==> src/rtl/rr_slot_arbiter.sv <==
// Round-robin slot arbiter: shares one resource among N requesters, each
// grant bounded to QUANTUM cycles, with one dead cycle between grants.
module rr_slot_arbiter #(
    parameter int N       = 5,
    parameter int PTR_W   = 3,
    parameter int QUANTUM = 5,
    parameter int CNT_W   = 3
) (
    input  logic             clock,
    input  logic             reset,
    input  logic [N-1:0]     req,
    output logic [N-1:0]     grant,
    output logic [PTR_W-1:0] owner,
    output logic             busy,
    output logic [CNT_W-1:0] hold_count,
    output logic             timeout
);

    localparam logic [0:0]       ST_IDLE   = 1'b0;
    localparam logic [0:0]       ST_GRANT  = 1'b1;
    localparam logic [PTR_W-1:0] LAST_INIT = PTR_W'(N - 1);
    localparam logic [CNT_W-1:0] HOLD_MAX  = CNT_W'(QUANTUM - 1);
    localparam logic [PTR_W:0]   N_EXT     = (PTR_W + 1)'(N);

    logic [0:0]       state;
    logic [PTR_W-1:0] last;
    logic [PTR_W-1:0] pick;
    logic             pick_vld;
    logic [PTR_W:0]   search_idx;

    // Round-robin search: first pending requester after the last one served.
    // The extra index bit holds last+i (at most 2N-1) before the modulo-N wrap.
    always_comb begin
        pick       = last;
        pick_vld   = 1'b0;
        search_idx = '0;
        for (int i = 1; i <= N; i++) begin
            search_idx = {1'b0, last} + (PTR_W + 1)'(i);
            if (search_idx >= N_EXT) begin
                search_idx = search_idx - N_EXT;
            end
            if (!pick_vld && req[search_idx[PTR_W-1:0]]) begin
                pick     = search_idx[PTR_W-1:0];
                pick_vld = 1'b1;
            end
        end
    end

    // Grant FSM: grant on IDLE pick, release on owner drop or quantum expiry.
    always_ff @(posedge clock or negedge reset) begin
        if (!reset) begin
            state      <= ST_IDLE;
            grant      <= '0;
            owner      <= '0;
            last       <= LAST_INIT;
            busy       <= 1'b0;
            hold_count <= '0;
            timeout    <= 1'b0;
        end else begin
            timeout <= 1'b0;
            case (state)
                ST_IDLE: begin
                    if (pick_vld) begin
                        state      <= ST_GRANT;
                        grant      <= N'(1) << pick;
                        owner      <= pick;
                        last       <= pick;
                        busy       <= 1'b1;
                        hold_count <= '0;
                    end
                end
                default: begin
                    // Voluntary release wins over expiry, so no timeout then.
                    if (!req[owner]) begin
                        state      <= ST_IDLE;
                        grant      <= '0;
                        busy       <= 1'b0;
                        hold_count <= '0;
                    end else if (hold_count == HOLD_MAX) begin
                        state      <= ST_IDLE;
                        grant      <= '0;
                        busy       <= 1'b0;
                        hold_count <= '0;
                        timeout    <= 1'b1;
                    end else begin
                        hold_count <= hold_count + 1'b1;
                    end
                end
            endcase
        end
    end

endmodule

==> config.mk <==
export PLATFORM = sky130hd
export DESIGN_NAME = rr_slot_arbiter
export DESIGN_NICKNAME = d
export VERILOG_FILES = /design/src/rtl/rr_slot_arbiter.sv
export SDC_FILE = /design/constraint.sdc
export NUM_CORES = 1
export LEC_CHECK = 0
export ABC_AREA = 1
export BUFFER_PORTS_ARGS = -buffer_cell sky130_fd_sc_hd__buf_4
export CAP_MARGIN = 10
export CORE_MARGIN = 5
export CORE_UTILIZATION = 35
export CTS_BUF_LIST = sky130_fd_sc_hd__clkbuf_8
export CTS_CLUSTER_SIZE = 30
export DETAILED_ROUTE_END_ITERATION = 8
export SYNTH_ARGS = -nofsm -noshare
export SYNTH_HDL_FRONTEND = slang
export SYNTH_SLANG_ARGS = --single-unit
export TNS_END_PERCENT = 20
==> constraint.sdc <==
create_clock -name clock -period 3.8 [get_ports clock]
set_clock_uncertainty 0.15 [all_clocks]
set_input_delay 0.95 -clock clock [delete_from_list [all_inputs] [get_ports clock]]
set_output_delay 0.95 -clock clock [all_outputs]
set_load 0.05 [all_outputs]
# After elaboration in Yosys (flattened, before gate mapping)
# Index checks and enable logic that the tools add are counted.
# totals
output_inout_bits,13
ff_bits,17
word_cells,90
input_bits,7
# classes
addsub,11
mux,46
n_reduce_logical,11
n_eq_ne,2
bitwise,1
shift,1
n_lt_le_gt_ge,11
# ops
op,count
$mux 3,14
$lt 3x4->1 const B,6
$mux 1,22
$ge 4x3->1 const B,5
$mux 5,4
$bmux 1 s3,6
$sub 3x3->3 const B,5
$add 3x2->4 const B,2
$add 3x3->4 const B,2
$shl 1x3->5 const A,1
$add 3x1->4 const B,1
$logic_and 1x1->1,4
$logic_not 1->1,4
$reduce_and 2->1,2
$add 3x1->3 const B,1
$eq 3x3->1 const B,1
$ne 3x2->1 const B,1
$reduce_bool 2->1,1
$not 1->1,1

# Longest topological paths before layout
# depth
ltp_word,21
ltp_mapped,23
depth_no_buf,21

# Worst setup path before layout
# No wires, ideal clock.
# synth_timing
kind,reg2reg
start,"register, netlist name owner[0]"
end,register owner[1]
n_path_buf,2
slack_ns,0.764
path_stages_with_launch,21
setup_time_ns,0.128
synth_period_minus_slack_ns,3.036
arrival_ns,2.758
required_ns,3.522
cell_sequence,dfrtp_1 > buf_4 > inv_2 > buf_6 > ha_1 > inv_1 > fa_1 > inv_1 > nand2_1 > o21ai_0 > nand3_1 > nand3_1 > nand2_2 > nor2_8 > nand2_2 > nor2_2 > nand2_2 > nand2_2 > inv_2 > nand3_1 > o21ai_1
# synth_rtl
element,line,text
to (signal assigned),66,owner <= pick;
to (decl),13,"output logic [PTR_W-1:0] owner,"

==> results.tsv <==
metric	value	unit
outcome	finished, final reports clean	
drt-vias-per-instance	4.98	
max-slew-margin-rel	0.780	
h-tree-depth	1	
antenna_found_initial	0	
syn2layout_area_growth	14.2	%
fill_cells	554	
drt_iter0_markers	98	
setup-tns-final	0	ns
routed_wl	4600	um
grt_max_degree	23	
cts_tree	done	
wl_per_cell	12.4	um
fmax	318	MHz
synth_cell_types	33	
n_antenna_cell	0	
netlist_area	0.00178	mm^2
hp-class	flip-flop to flip-flop	
grt_overflow	0	
required	3.78	ns
grt_pass1_wl	8020	um
synth_edf_count	0	
crit_top_cell	nand2_2	
cts.clk_slew.worst_paths	0.06	ns
worst_path_max_delay_cell	fa_1	
cts-buffers-inserted	3	
crit_type	flip-flop to flip-flop	
post_cts_resize_count	0	
syn_nets	301	
num_io_pins	20	
ant_nets	0	
synth_ff_type	dfrtp_1	
cp_cell_sequence	inv_2, ha_1, inv_1, fa_1, inv_1, nand2_1, o21ai_0, nand3_1, nand3_1, nand2_2, nor2_8, nand2_2, nor2_2, nand2_2, nand2_2, inv_2, nand2_1, o21ai_1	
min_period_over_period	0.828	
rsz0062_at_grt	no	
cts.sinks	15	
clk_latency	0.25	ns
max-cap-violations	0	
fin_ws	0.654	ns
fin_nets	322	
ctsRootBufferMaster	clkbuf_8	
start_util	0.354	
synthesis.instances	281	
synth_warnings	0	
hold_viol_final	0	
placed_area	0.00198	mm^2
cts_setup_buffers	0	
dp_hpwl	3780	um
slowest_delay	0.40	ns
fp.dieW	81.2	um
grt.total_usage	0.157	
pre_cts_ws	0.617	ns
cp-start-kind	flip-flop	
finalMaxSlewViolations	0	
coreArea	0.00501	mm^2
dieArea	0.00660	mm^2
worst_slew_pin_slew	0.328	ns
drc	0	
layout-drive-gt1-share	0.179	
fin_crit	3.15	ns
drt-pass1-iter-count	5	
die_h	81.2	um
clk_path_buf_depth	2	
crit_fanout	14	
syn_avg_cell_area	6.32	um^2
ys_ff_latch	15	
num_vias	1848	
place.gp.congestion	0.893	
async_flop_share	1.00	
finalSetupViolCount	0	
finalInstanceArea	0.00203	mm^2
ys_seq_area_frac	0.212	
grt_pass1_vias	1710	
rows	26	
crit_arrival	3.12	ns
portBuffers	19	
hold_buffers	0	
end_kind	flip-flop	
[per-layer routing]
metal	part of all wire	vias up	wire length [um]	global-route usage
met5	0	-	0	0
met4	0.018	0	82	0.0541
met3	0.036	8	166	0.0222
met2	0.47	38	2180	0.254
met1	0.47	842	2170	0.212
li1	-	960	-	-
[critical path: cells and delay by family (launching register included)]
| family | cells | cell delay [ns] |
|---|---|---|
| AOI/OAI and AO/OA | 2 | 0.35 |
| adders and majority gates | 2 | 0.58 |
| buffers and inverters | 4 | 0.47 |
| DFF | 1 | 0.38 |
| and+or+nand+nor | 10 | 1.09 |
[registers in the layout, indices dropped and copies added, names as in the netlist]
register,flops
busy,1
timeout,1
owner,3
last,1
hold_count,3
state,1
grant,5
[kinds of logic (layout without fill, tap and decap cells)]
kind of cell,after synthesis,count (layout),synth area share
fa+ha+maj,13,13,0.0958
xor+xnor,2,2,0.00987
buf+inv,42,62,0.102
simple gates,183,183,0.493
flops,15,15,0.212
compound gates,26,26,0.0867
[placed cells by master (no fill, tap or decap), drive strengths merged]
master and instances:
nand2 102, nand3 52, inv 36, buf 22
o21ai 17, dfrtp 14, nor2 14, ha 12
nand4 8, a21oi 7, nand3b 3, clkbuf 3
nor3 2, xor2 1, xnor2 1, a31oi 1
o22ai 1, nor4 1, or2 1, fa 1
clkinv 1, dfstp 1
[metrics by stage]
step / util / hold WS [ns] / std cells
after floorplan: - / 0.418 / 281
after global routing: 0.405 / 0.380 / 371
after global placement: 0.396 / 0.331 / 367
final: 0.405 / 0.346 / 371
after CTS: 0.405 / 0.345 / 371
after detailed placement: 0.396 / 0.327 / 367
[synth_stat cells (2+ instances only)]
library cell / count / area share
nand3_2: 5 / 0.028
o21ai_0: 8 / 0.023
inv_2: 5 / 0.011
nor3_1: 2 / 0.0056
nor2_2: 2 / 0.0070
dfrtp_1: 14 / 0.20
nand2_1: 94 / 0.20
nand2_2: 7 / 0.025
buf_4: 4 / 0.017
nand4_1: 7 / 0.025
nand3_1: 47 / 0.13
nor2_1: 10 / 0.021
a21oi_1: 5 / 0.014
o21ai_1: 9 / 0.025
ha_1: 12 / 0.085
nand3b_1: 3 / 0.013
inv_1: 31 / 0.066
[final timing paths]
| kind | start | end | slack, ns | cells past startpoint |
|---|---|---|---|---|
| min in group asynchronous | reset | busy$_DFFE_PN0P_ | 0.39 | 1 |
| setup / recovery | owner[0]$_DFFE_PN0P_ | owner[2]$_DFFE_PN0P_ | 0.65 | 18 |
| hold reg to reg | grant[3]$_DFFE_PN0P_ | grant[3]$_DFFE_PN0P_ | 0.35 | 2 |
| max in group asynchronous | reset | last[2]$_DFFE_PN1P_ | 2.85 | 1 |
| hold / removal | grant[3]$_DFFE_PN0P_ | grant[3]$_DFFE_PN0P_ | 0.35 | 2 |
| setup reg to reg | owner[0]$_DFFE_PN0P_ | owner[2]$_DFFE_PN0P_ | 0.65 | 18 |
[area by class of cell]
type,count,area (um^2),share of cell area
inverter,36,135,0.0666
tap,70,87.6,0.0432
clock inverter,1,5.00,0.00247
sequential,15,377,0.186
timing repair buffer,22,165,0.0814
multi-input combinational,224,1220,0.600
clock buffer,3,41.3,0.0204
Power is left out: the tool's default activity adds up to more than one toggle a clock period on the data nets, which glitch-free logic cannot reach.
